$ cat config.mk
export PLATFORM = sky130hd
export DESIGN_NAME = draw_cmd_receiver
export DESIGN_NICKNAME = d
export VERILOG_FILES = /design/src/rtl/draw_pkg.sv /design/src/rtl/cmd_fifo.sv /design/src/rtl/draw_cmd_receiver.sv
export SDC_FILE = /design/constraint.sdc
export NUM_CORES = 1
export LEC_CHECK = 0
export BUFFER_PORTS_ARGS = -buffer_cell sky130_fd_sc_hd__buf_2
export CAP_MARGIN = 20
export CORE_MARGIN = 1.5
export CORE_UTILIZATION = 46
export CTS_BUF_LIST = sky130_fd_sc_hd__clkbuf_2 sky130_fd_sc_hd__clkbuf_4 sky130_fd_sc_hd__clkbuf_8
export CTS_CLUSTER_SIZE = 8
export DETAILED_ROUTE_END_ITERATION = 8
export MAX_ROUTING_LAYER = met4
export SKIP_CTS_REPAIR_TIMING = 1
export SLEW_MARGIN = 20
export SYNTH_ARGS = -nofsm -noshare
export SYNTH_HDL_FRONTEND = slang
export SYNTH_HIERARCHICAL = 1
export SYNTH_SLANG_ARGS = --single-unit
$ cat constraint.sdc
create_clock -name clk -period 9.5 [get_ports clk]
set_input_delay 1.425 -clock clk [delete_from_list [all_inputs] [get_ports clk]]
set_output_delay 1.425 -clock clk [all_outputs]
set_load 0.05 [all_outputs]
$ cat src/rtl/draw_pkg.sv
`default_nettype none
// ============================================================================
// Module   : draw_pkg
// Purpose  : Shared definitions for the draw command receiver: command
//            opcodes, parser state encoding and the pixel color width.
// Revision : 1.0  initial release
// ============================================================================
package draw_pkg;

    // Command opcodes carried in header word bits [15:12]
    localparam logic [3:0] OP_NOP   = 4'h0;
    localparam logic [3:0] OP_PIXEL = 4'h1;
    localparam logic [3:0] OP_HLINE = 4'h2;
    localparam logic [3:0] OP_CLEAR = 4'h3;

    // Pixel color is {R,G,B}, one bit each
    localparam int COLOR_W = 3;

    // Command parser states
    typedef enum logic [2:0] {
        ST_IDLE    = 3'd0,
        ST_GET_X   = 3'd1,
        ST_GET_Y   = 3'd2,
        ST_GET_LEN = 3'd3,
        ST_EMIT    = 3'd4
    } parse_state_t;

endpackage
`default_nettype wire

$ cat src/rtl/cmd_fifo.sv
`default_nettype none
// ============================================================================
// Module   : cmd_fifo
// Purpose  : Synchronous single-clock FIFO buffering command words.
//            A push while full is dropped, even if a pop occurs in the same
//            cycle. Read data is the current head word (show-ahead), so a word
//            written in cycle N can be popped in cycle N+1.
// Ports    : clk, reset (sync, active-high)
//            i_push / i_pushData : write strobe and word
//            i_pop               : remove head word (ignored when empty)
//            o_popData           : head word
//            o_count             : words held (0..DEPTH)
//            o_full / o_empty    : status flags
// Revision : 1.0  initial release
// ============================================================================
module cmd_fifo #(
    parameter int DEPTH = 16,
    parameter int WIDTH = 16
) (
    input  logic                       clk,
    input  logic                       reset,
    input  logic                       i_push,
    input  logic [WIDTH-1:0]           i_pushData,
    input  logic                       i_pop,
    output logic [WIDTH-1:0]           o_popData,
    output logic [$clog2(DEPTH):0]     o_count,
    output logic                       o_full,
    output logic                       o_empty
);

    localparam int AW = $clog2(DEPTH);
    localparam int CW = AW + 1;

    logic [WIDTH-1:0] r_mem [DEPTH];
    logic [AW-1:0]    r_wrPtr;
    logic [AW-1:0]    r_rdPtr;
    logic [CW-1:0]    r_count;
    logic             w_doPush;
    logic             w_doPop;

    assign o_full    = (r_count == CW'(DEPTH));
    assign o_empty   = (r_count == '0);
    assign o_count   = r_count;
    assign o_popData = r_mem[r_rdPtr];

    // Full is evaluated before any same-cycle pop frees a slot
    assign w_doPush = i_push & ~o_full;
    assign w_doPop  = i_pop & ~o_empty;

    // Storage carries no reset; validity is tracked by the pointers and count
    always_ff @(posedge clk) begin
        if (w_doPush) begin
            r_mem[r_wrPtr] <= i_pushData;
        end
    end

    // Pointers are AW bits wide, so they wrap modulo DEPTH on their own
    always_ff @(posedge clk) begin
        if (reset) begin
            r_wrPtr <= '0;
            r_rdPtr <= '0;
            r_count <= '0;
        end else begin
            if (w_doPush) begin
                r_wrPtr <= r_wrPtr + 1'b1;
            end
            if (w_doPop) begin
                r_rdPtr <= r_rdPtr + 1'b1;
            end
            case ({w_doPush, w_doPop})
                2'b10:   r_count <= r_count + 1'b1;
                2'b01:   r_count <= r_count - 1'b1;
                default: r_count <= r_count;
            endcase
        end
    end

endmodule
`default_nettype wire

$ cat src/rtl/draw_cmd_receiver.sv
`default_nettype none
// ============================================================================
// Module   : draw_cmd_receiver
// Purpose  : Receives 16-bit command words from the memory controller,
//            buffers them in a FIFO and parses NOP / PIXEL / HLINE / CLEAR
//            commands into a stream of pixel writes (valid/ready handshake).
// Ports    : clk, reset (sync, active-high)
//            we, dataIn   : command word write from the memory controller
//            full         : FIFO holds DEPTH words (further writes dropped)
//            px_valid, px_ready, px_x, px_y, px_color : pixel write port
//            busy         : parser not idle or FIFO not empty
//            err_count    : only with DRAW_CMD_ERR_EN defined; saturating
//                           count of illegal headers and dropped writes
// Config   : `define DRAW_CMD_ERR_EN to add the err_count output
// Revision : 1.0  initial release
// ============================================================================
module draw_cmd_receiver
    import draw_pkg::*;
#(
    parameter int DEPTH = 16,
    parameter int XW    = 8,
    parameter int YW    = 7,
    parameter int XMAX  = 159,
    parameter int YMAX  = 119
) (
    input  logic               clk,
    input  logic               reset,
    input  logic               we,
    input  logic [15:0]        dataIn,
    output logic               full,
    output logic               px_valid,
    input  logic               px_ready,
    output logic [XW-1:0]      px_x,
    output logic [YW-1:0]      px_y,
    output logic [COLOR_W-1:0] px_color,
    output logic               busy
`ifdef DRAW_CMD_ERR_EN
    ,
    output logic [7:0]         err_count
`endif
);

    localparam logic [XW-1:0] c_xMax = XW'(XMAX);
    localparam logic [YW-1:0] c_yMax = YW'(YMAX);

    logic [15:0]             w_fifoWord;
    logic [$clog2(DEPTH):0]  w_fifoCount;
    logic                    w_fifoEmpty;
    logic                    w_acceptState;
    logic                    w_pop;
    logic [3:0]              w_opcode;
    logic                    w_unused;

    parse_state_t            r_state;
    logic [3:0]              r_cmd;
    logic [XW:0]             r_remaining;

    cmd_fifo #(
        .DEPTH (DEPTH),
        .WIDTH (16)
    ) u_fifo (
        .clk        (clk),
        .reset      (reset),
        .i_push     (we),
        .i_pushData (dataIn),
        .i_pop      (w_pop),
        .o_popData  (w_fifoWord),
        .o_count    (w_fifoCount),
        .o_full     (full),
        .o_empty    (w_fifoEmpty)
    );

    // Only the header and coordinate fields of a word are meaningful
    assign w_unused = ^{w_fifoWord, w_fifoCount};

    assign w_opcode      = w_fifoWord[15:12];
    assign w_acceptState = (r_state == ST_IDLE)  || (r_state == ST_GET_X) ||
                           (r_state == ST_GET_Y) || (r_state == ST_GET_LEN);
    assign w_pop         = w_acceptState & ~w_fifoEmpty;
    assign busy          = (r_state != ST_IDLE) | ~w_fifoEmpty;

    // px_valid is raised on the transition into EMIT so it is registered
    // together with the coordinates it qualifies.
    always_ff @(posedge clk) begin
        if (reset) begin
            r_state     <= ST_IDLE;
            r_cmd       <= OP_NOP;
            r_remaining <= '0;
            px_valid    <= 1'b0;
            px_x        <= '0;
            px_y        <= '0;
            px_color    <= '0;
        end else begin
            case (r_state)
                ST_IDLE: begin
                    if (w_pop) begin
                        r_cmd <= w_opcode;
                        case (w_opcode)
                            OP_PIXEL, OP_HLINE: begin
                                px_color <= w_fifoWord[COLOR_W-1:0];
                                r_state  <= ST_GET_X;
                            end
                            OP_CLEAR: begin
                                px_color <= w_fifoWord[COLOR_W-1:0];
                                px_x     <= '0;
                                px_y     <= '0;
                                px_valid <= 1'b1;
                                r_state  <= ST_EMIT;
                            end
                            default: r_state <= ST_IDLE;
                        endcase
                    end
                end

                ST_GET_X: begin
                    if (w_pop) begin
                        px_x    <= w_fifoWord[XW-1:0];
                        r_state <= ST_GET_Y;
                    end
                end

                ST_GET_Y: begin
                    if (w_pop) begin
                        px_y <= w_fifoWord[YW-1:0];
                        if (r_cmd == OP_PIXEL) begin
                            r_remaining <= (XW+1)'(1);
                            px_valid    <= 1'b1;
                            r_state     <= ST_EMIT;
                        end else begin
                            r_state <= ST_GET_LEN;
                        end
                    end
                end

                ST_GET_LEN: begin
                    if (w_pop) begin
                        if (w_fifoWord[XW:0] == '0) begin
                            r_state <= ST_IDLE;
                        end else begin
                            r_remaining <= w_fifoWord[XW:0];
                            px_valid    <= 1'b1;
                            r_state     <= ST_EMIT;
                        end
                    end
                end

                ST_EMIT: begin
                    if (px_valid && px_ready) begin
                        if (r_cmd == OP_CLEAR) begin
                            // Raster scan of the whole frame, row by row
                            if (px_x == c_xMax) begin
                                if (px_y == c_yMax) begin
                                    px_valid <= 1'b0;
                                    r_state  <= ST_IDLE;
                                end else begin
                                    px_x <= '0;
                                    px_y <= px_y + 1'b1;
                                end
                            end else begin
                                px_x <= px_x + 1'b1;
                            end
                        end else begin
                            // PIXEL is an HLINE of length one; x wraps freely
                            if (r_remaining == (XW+1)'(1)) begin
                                px_valid <= 1'b0;
                                r_state  <= ST_IDLE;
                            end else begin
                                px_x        <= px_x + 1'b1;
                                r_remaining <= r_remaining - 1'b1;
                            end
                        end
                    end
                end

                default: begin
                    px_valid <= 1'b0;
                    r_state  <= ST_IDLE;
                end
            endcase
        end
    end

`ifdef DRAW_CMD_ERR_EN
    logic       w_illegal;
    logic       w_drop;
    logic [8:0] w_errSum;

    assign w_illegal = (r_state == ST_IDLE) && w_pop && (w_opcode > OP_CLEAR);
    assign w_drop    = we & full;
    assign w_errSum  = {1'b0, err_count} + {8'd0, w_illegal} + {8'd0, w_drop};

    always_ff @(posedge clk) begin
        if (reset) begin
            err_count <= '0;
        end else if (w_errSum > 9'd255) begin
            err_count <= 8'hFF;
        end else begin
            err_count <= w_errSum[7:0];
        end
    end
`endif

endmodule
`default_nettype wire

# After elaboration in Yosys (flattened, before gate mapping)
# Memories as Yosys holds them, arrays and structs flattened. A register that Yosys moved wholly into a read port is not among the register bits.
# Index checks and enable logic that the tools add are counted.
dict set report totals {
  reg_bits 48
  ram_bits 256
  input_bits 20
  output_inout_bits 21
  n_memories 1
}
dict set report classes {
  add_sub_neg 7
  n_eq_ne 33
  muxes 55
  bitwise_logic 7
  n_reduce_logical 21
}
# memory words width read_ports rd_clocked_by_memory_dff write_ports line
set memory_table {}
lappend memory_table {u_fifo.r_mem 16 16 1 1 1 cmd_fifo.sv:34} ;# logic [WIDTH-1:0] r_mem [DEPTH];
# cell count
set op_table {}
lappend op_table {{$mux W8} 8}
lappend op_table {{$mux W9} 7}
lappend op_table {{$mux W7} 7}
lappend op_table {{$mux W3} 11}
lappend op_table {{$pmux W9 S3} 1}
lappend op_table {{$pmux W8 S3} 1}
lappend op_table {{$reduce_and A8 Y1} 3}
lappend op_table {{$pmux W7 S3} 1}
lappend op_table {{$pmux W3 S5} 1}
lappend op_table {{$ne A2 B2 Y1 const B} 7}
lappend op_table {{$mux W1} 13}
lappend op_table {{$eq A4 B2 Y1 const B} 3}
lappend op_table {{$ne A2 B1 Y1 const B} 6}
lappend op_table {{$ne A3 B3 Y1 const B} 4}
lappend op_table {{$reduce_bool A3 Y1} 4}
lappend op_table {{$reduce_and A11 Y1} 1}
lappend op_table {{$pmux W5 S2} 1}
lappend op_table {{$eq A9 B1 Y1 const B} 1}
lappend op_table {{$logic_not A9 Y1} 1}
lappend op_table {{$sub A9 B1 Y9 const B} 1}
lappend op_table {{$add A4 B1 Y4 const B} 2}
lappend op_table {{$add A8 B1 Y8 const B} 1}
lappend op_table {{$eq A4 B1 Y1 const B} 2}
lappend op_table {{$eq A8 B8 Y1 const B} 1}
lappend op_table {{other kinds (27)} 35}

# Depth between registers and ports, before layout
dict set report logic_depth {
  word_depth 8
  depth_mapped 15
  depth_no_buf 12
}

# Hierarchy
# The synthesis kept the hierarchy.
# mod instances cells_per_inst area_per_inst_um2 seq_area_each_um2
set by_module_without_submodules {}
lappend by_module_without_submodules {cmd_fifo 1 525 10650.2 8027.7}
lappend by_module_without_submodules {draw_cmd_receiver 1 284 2456.1 700.7}

# Least setup slack after synthesis
# OpenSTA, ideal clock, no wires.
dict set report synth_path {
  path_kind {register -> output}
  startpoint {register u_fifo.r_count[1], in the netlist u_fifo/o_count[1]}
  endpoint {output port busy}
  t_arrival_ns 1.946
  required_ns 8.075
  setup_slack_ns 6.129
  stages_incl_launch_ff 7
  cell_sequence {dfxtp_1 buf_6 or4_4 buf_6 nor2_1 nor2b_1 nand2_1}
}
dict set report synth_via {
  elab_chain_len 3
}
# element line
set synth_lines {}
lappend synth_lines {{from (decl)} cmd_fifo.sv:37} ;# logic [CW-1:0] r_count;
lappend synth_lines {{from (signal assigned)} cmd_fifo.sv:71} ;# 2'b10: r_count <= r_count + 1'b1;
lappend synth_lines {{from (signal assigned)} cmd_fifo.sv:72} ;# 2'b01: r_count <= r_count - 1'b1;
lappend synth_lines {{from (signal assigned)} cmd_fifo.sv:73} ;# default: r_count <= r_count;
lappend synth_lines {{$logic_not A5 Y1} cmd_fifo.sv:42} ;# assign o_empty = (r_count == '0);
lappend synth_lines {{via w_fifoEmpty} draw_cmd_receiver.sv:48} ;# logic w_fifoEmpty;
lappend synth_lines {{$not A1 Y1} draw_cmd_receiver.sv:80} ;# assign busy = (r_state != ST_IDLE) | ~w_fifoEmpty;
lappend synth_lines {{$or A1 B1 Y1} draw_cmd_receiver.sv:80}
lappend synth_lines {{to (decl)} draw_cmd_receiver.sv:36} ;# output logic busy
# The timed path passes the listed nets, and every way through them passes these cells.

# Worst setup path after layout
# Ends and elaborated chain as after synthesis.

==> impl_metrics.toml <==
[placed_design]
dpl.hpwl_um = 15000
port_buffers = 37
gp_congestion = 0.895
dpl_worst_slack_ns = 5.44

[floorplanning]
start_util = 0.468
coreArea_mm2 = 0.0242
ios = 41
row_count = 57
die-area_mm2 = 0.0256
chipWidth_um = 160
die_y_um = 160

[timing]
hold_viol = 0
fmax_ghz = 0.243
fin_crit_ns = 4.12
rsz0062_at_grt = "no"
final_max_slew_viol_count = 0
maxSlewHeadroom = 0.282
tightest_slew_ns = 1.08
setup_ws_ns = 5.38
period_share = 0.433
finalSetupViolCount = 0
skew_ns = 0.0221
tns_ns = 0

[job]
max-cap-violations = 0

[global_route]
use_met1 = 0.249
grt_start_max_net_pins = 55
met3_usage = 0.0416
grt_util_met2 = 0.347
gr-total-overflow = 0
grt_usage = 0.205
antenna_found_initial = 0
first_global_vias = 6866
grt-busiest-layer = "met2"
grt_first_pass_wirelength_um = 38700

[routing]
wl_per_cell_um = 21.9
dr_total_vias = 6607
firstDrtPassIters = 5
drt-total-wl_um = 24700
route.detailed.drc = 0
drtAntennaViolNets = 0
vias_per_cell = 5.84
drtIter0Drc = 506

[power]
power_mw = 3.28
ir_drop_mv = 0.146
leakage_nw = 4.19
pwr_density_cell_mw_per_mm2 = 259

[clock_tree]
h-tree-depth = 2
ctsRootBufferMaster = "clkbuf_8"
clock_latency_ns = 0.55
cts_tree = "built"
cts_sinks = 260
cts_buffers = 42
ctsLongestPathBuffers = 3
clk_pin_slew_worst_paths_ns = 0.06

[setup_path]
crit_buf_inv = 1
endpoint_kind = "output pin"
path_max_fanout = 8
startpoint_type = "register"
worstPathCellList = "or4_4 -> nor2_1 -> nor2b_1 -> nand2_1 -> buf_2"
cp_num_cells = 5
slowest_delay_ns = 0.63
worstPathArrival_ns = 2.69
crit_required_ns = 8.08
rr_worst_depth = 9
cp_slowest_cell = "or4_4"
critical_path_class = "reg -> out"
cpLargestDelayFamily = "simple AND/OR/NAND/NOR gates"

[finish]
final_common_cell = "edfxtp_1"
fillers = 2027
drive_above_1_share = 0.265
most-common-layout-cells = "edfxtp_1, mux4_2, dfxtp_1, clkbuf_8, nor2_1"
nets = 812
syn_to_final_growth_pct = 11.6
n_antenna_cell = 0

[yosys]
synth_area_per_cell_um2 = 15.3
synth_nets = 772
synth_cells = 740
yosysWarnings = 6
netlist_area_mm2 = 0.0113

[hold_path]
min_path_cells = 2
hold_path_class = "reg -> reg"

[run_status]
outcome = "finished clean"
## per-layer routing
metal / vias up / wire length, µm
li1: 3018 / -
met1: 3373 / 10300
met2: 177 / 12600
met3: 39 / 1360
met4: 0 / 448
met5: - / 0
## flip-flops by register name, indices dropped and copies added (netlist names), named ones only
signal	count
u_fifo/r_mem	208
r_remaining	9
px_x	8
px_y	7
u_fifo/o_count	5
r_cmd	4
u_fifo/r_rdPtr	4
u_fifo/r_wrPtr	4
px_color	3
r_state	3
px_valid	1
## power breakdown
part           internal (mW)  switching, mW  total, mW  leakage (nW)
registers               1.30         0.0880       1.39          2.30
clock network          0.520          0.415      0.935         0.442
logic                  0.391          0.562      0.954          1.45
total                   2.21           1.07       3.28          4.19
## worst register-to-register path: stages (launching register included)
cell and delay [ns]:
dfxtp_4 0.60, buf_4 0.64, mux4_2 0.62, a22oi_1 0.21, nand2_1 0.22, and4bb_1 0.44
o21ai_1 0.09, a21o_1 0.31, or2_1 0.41, a2111oi_4 0.39
## final timing paths
path                       to  slack (ns)               from
hold reg to reg   px_color[2]        0.50        px_color[2]
hold / removal    px_color[2]        0.50        px_color[2]
setup / recovery         busy        5.38  u_fifo/o_count[1]
setup reg to reg      px_x[2]        5.46           register
## through the flow
stage               area, µm²   util  hold slack [ns]  std cells
floorplan               11300      -            0.474        740
global placement        11800  0.487            0.484       1060
detailed placement      11800  0.487            0.490       1060
CTS                     12600  0.522            0.503       1131
global route            12600  0.522            0.548       1131
finish                  12600  0.522            0.498       1131
## cell type report
type	count	area [µm²]	area share
clock buffers	64	774	0.0612
inverters	15	56.3	0.00445
clock inverters	7	53.8	0.00425
flip-flops and latches	260	7290	0.577
well taps	324	405	0.0321
multi-input cells	418	3840	0.303
repair buffers	43	230	0.0182
No activity file was read; power rests on OpenSTA's default activity.
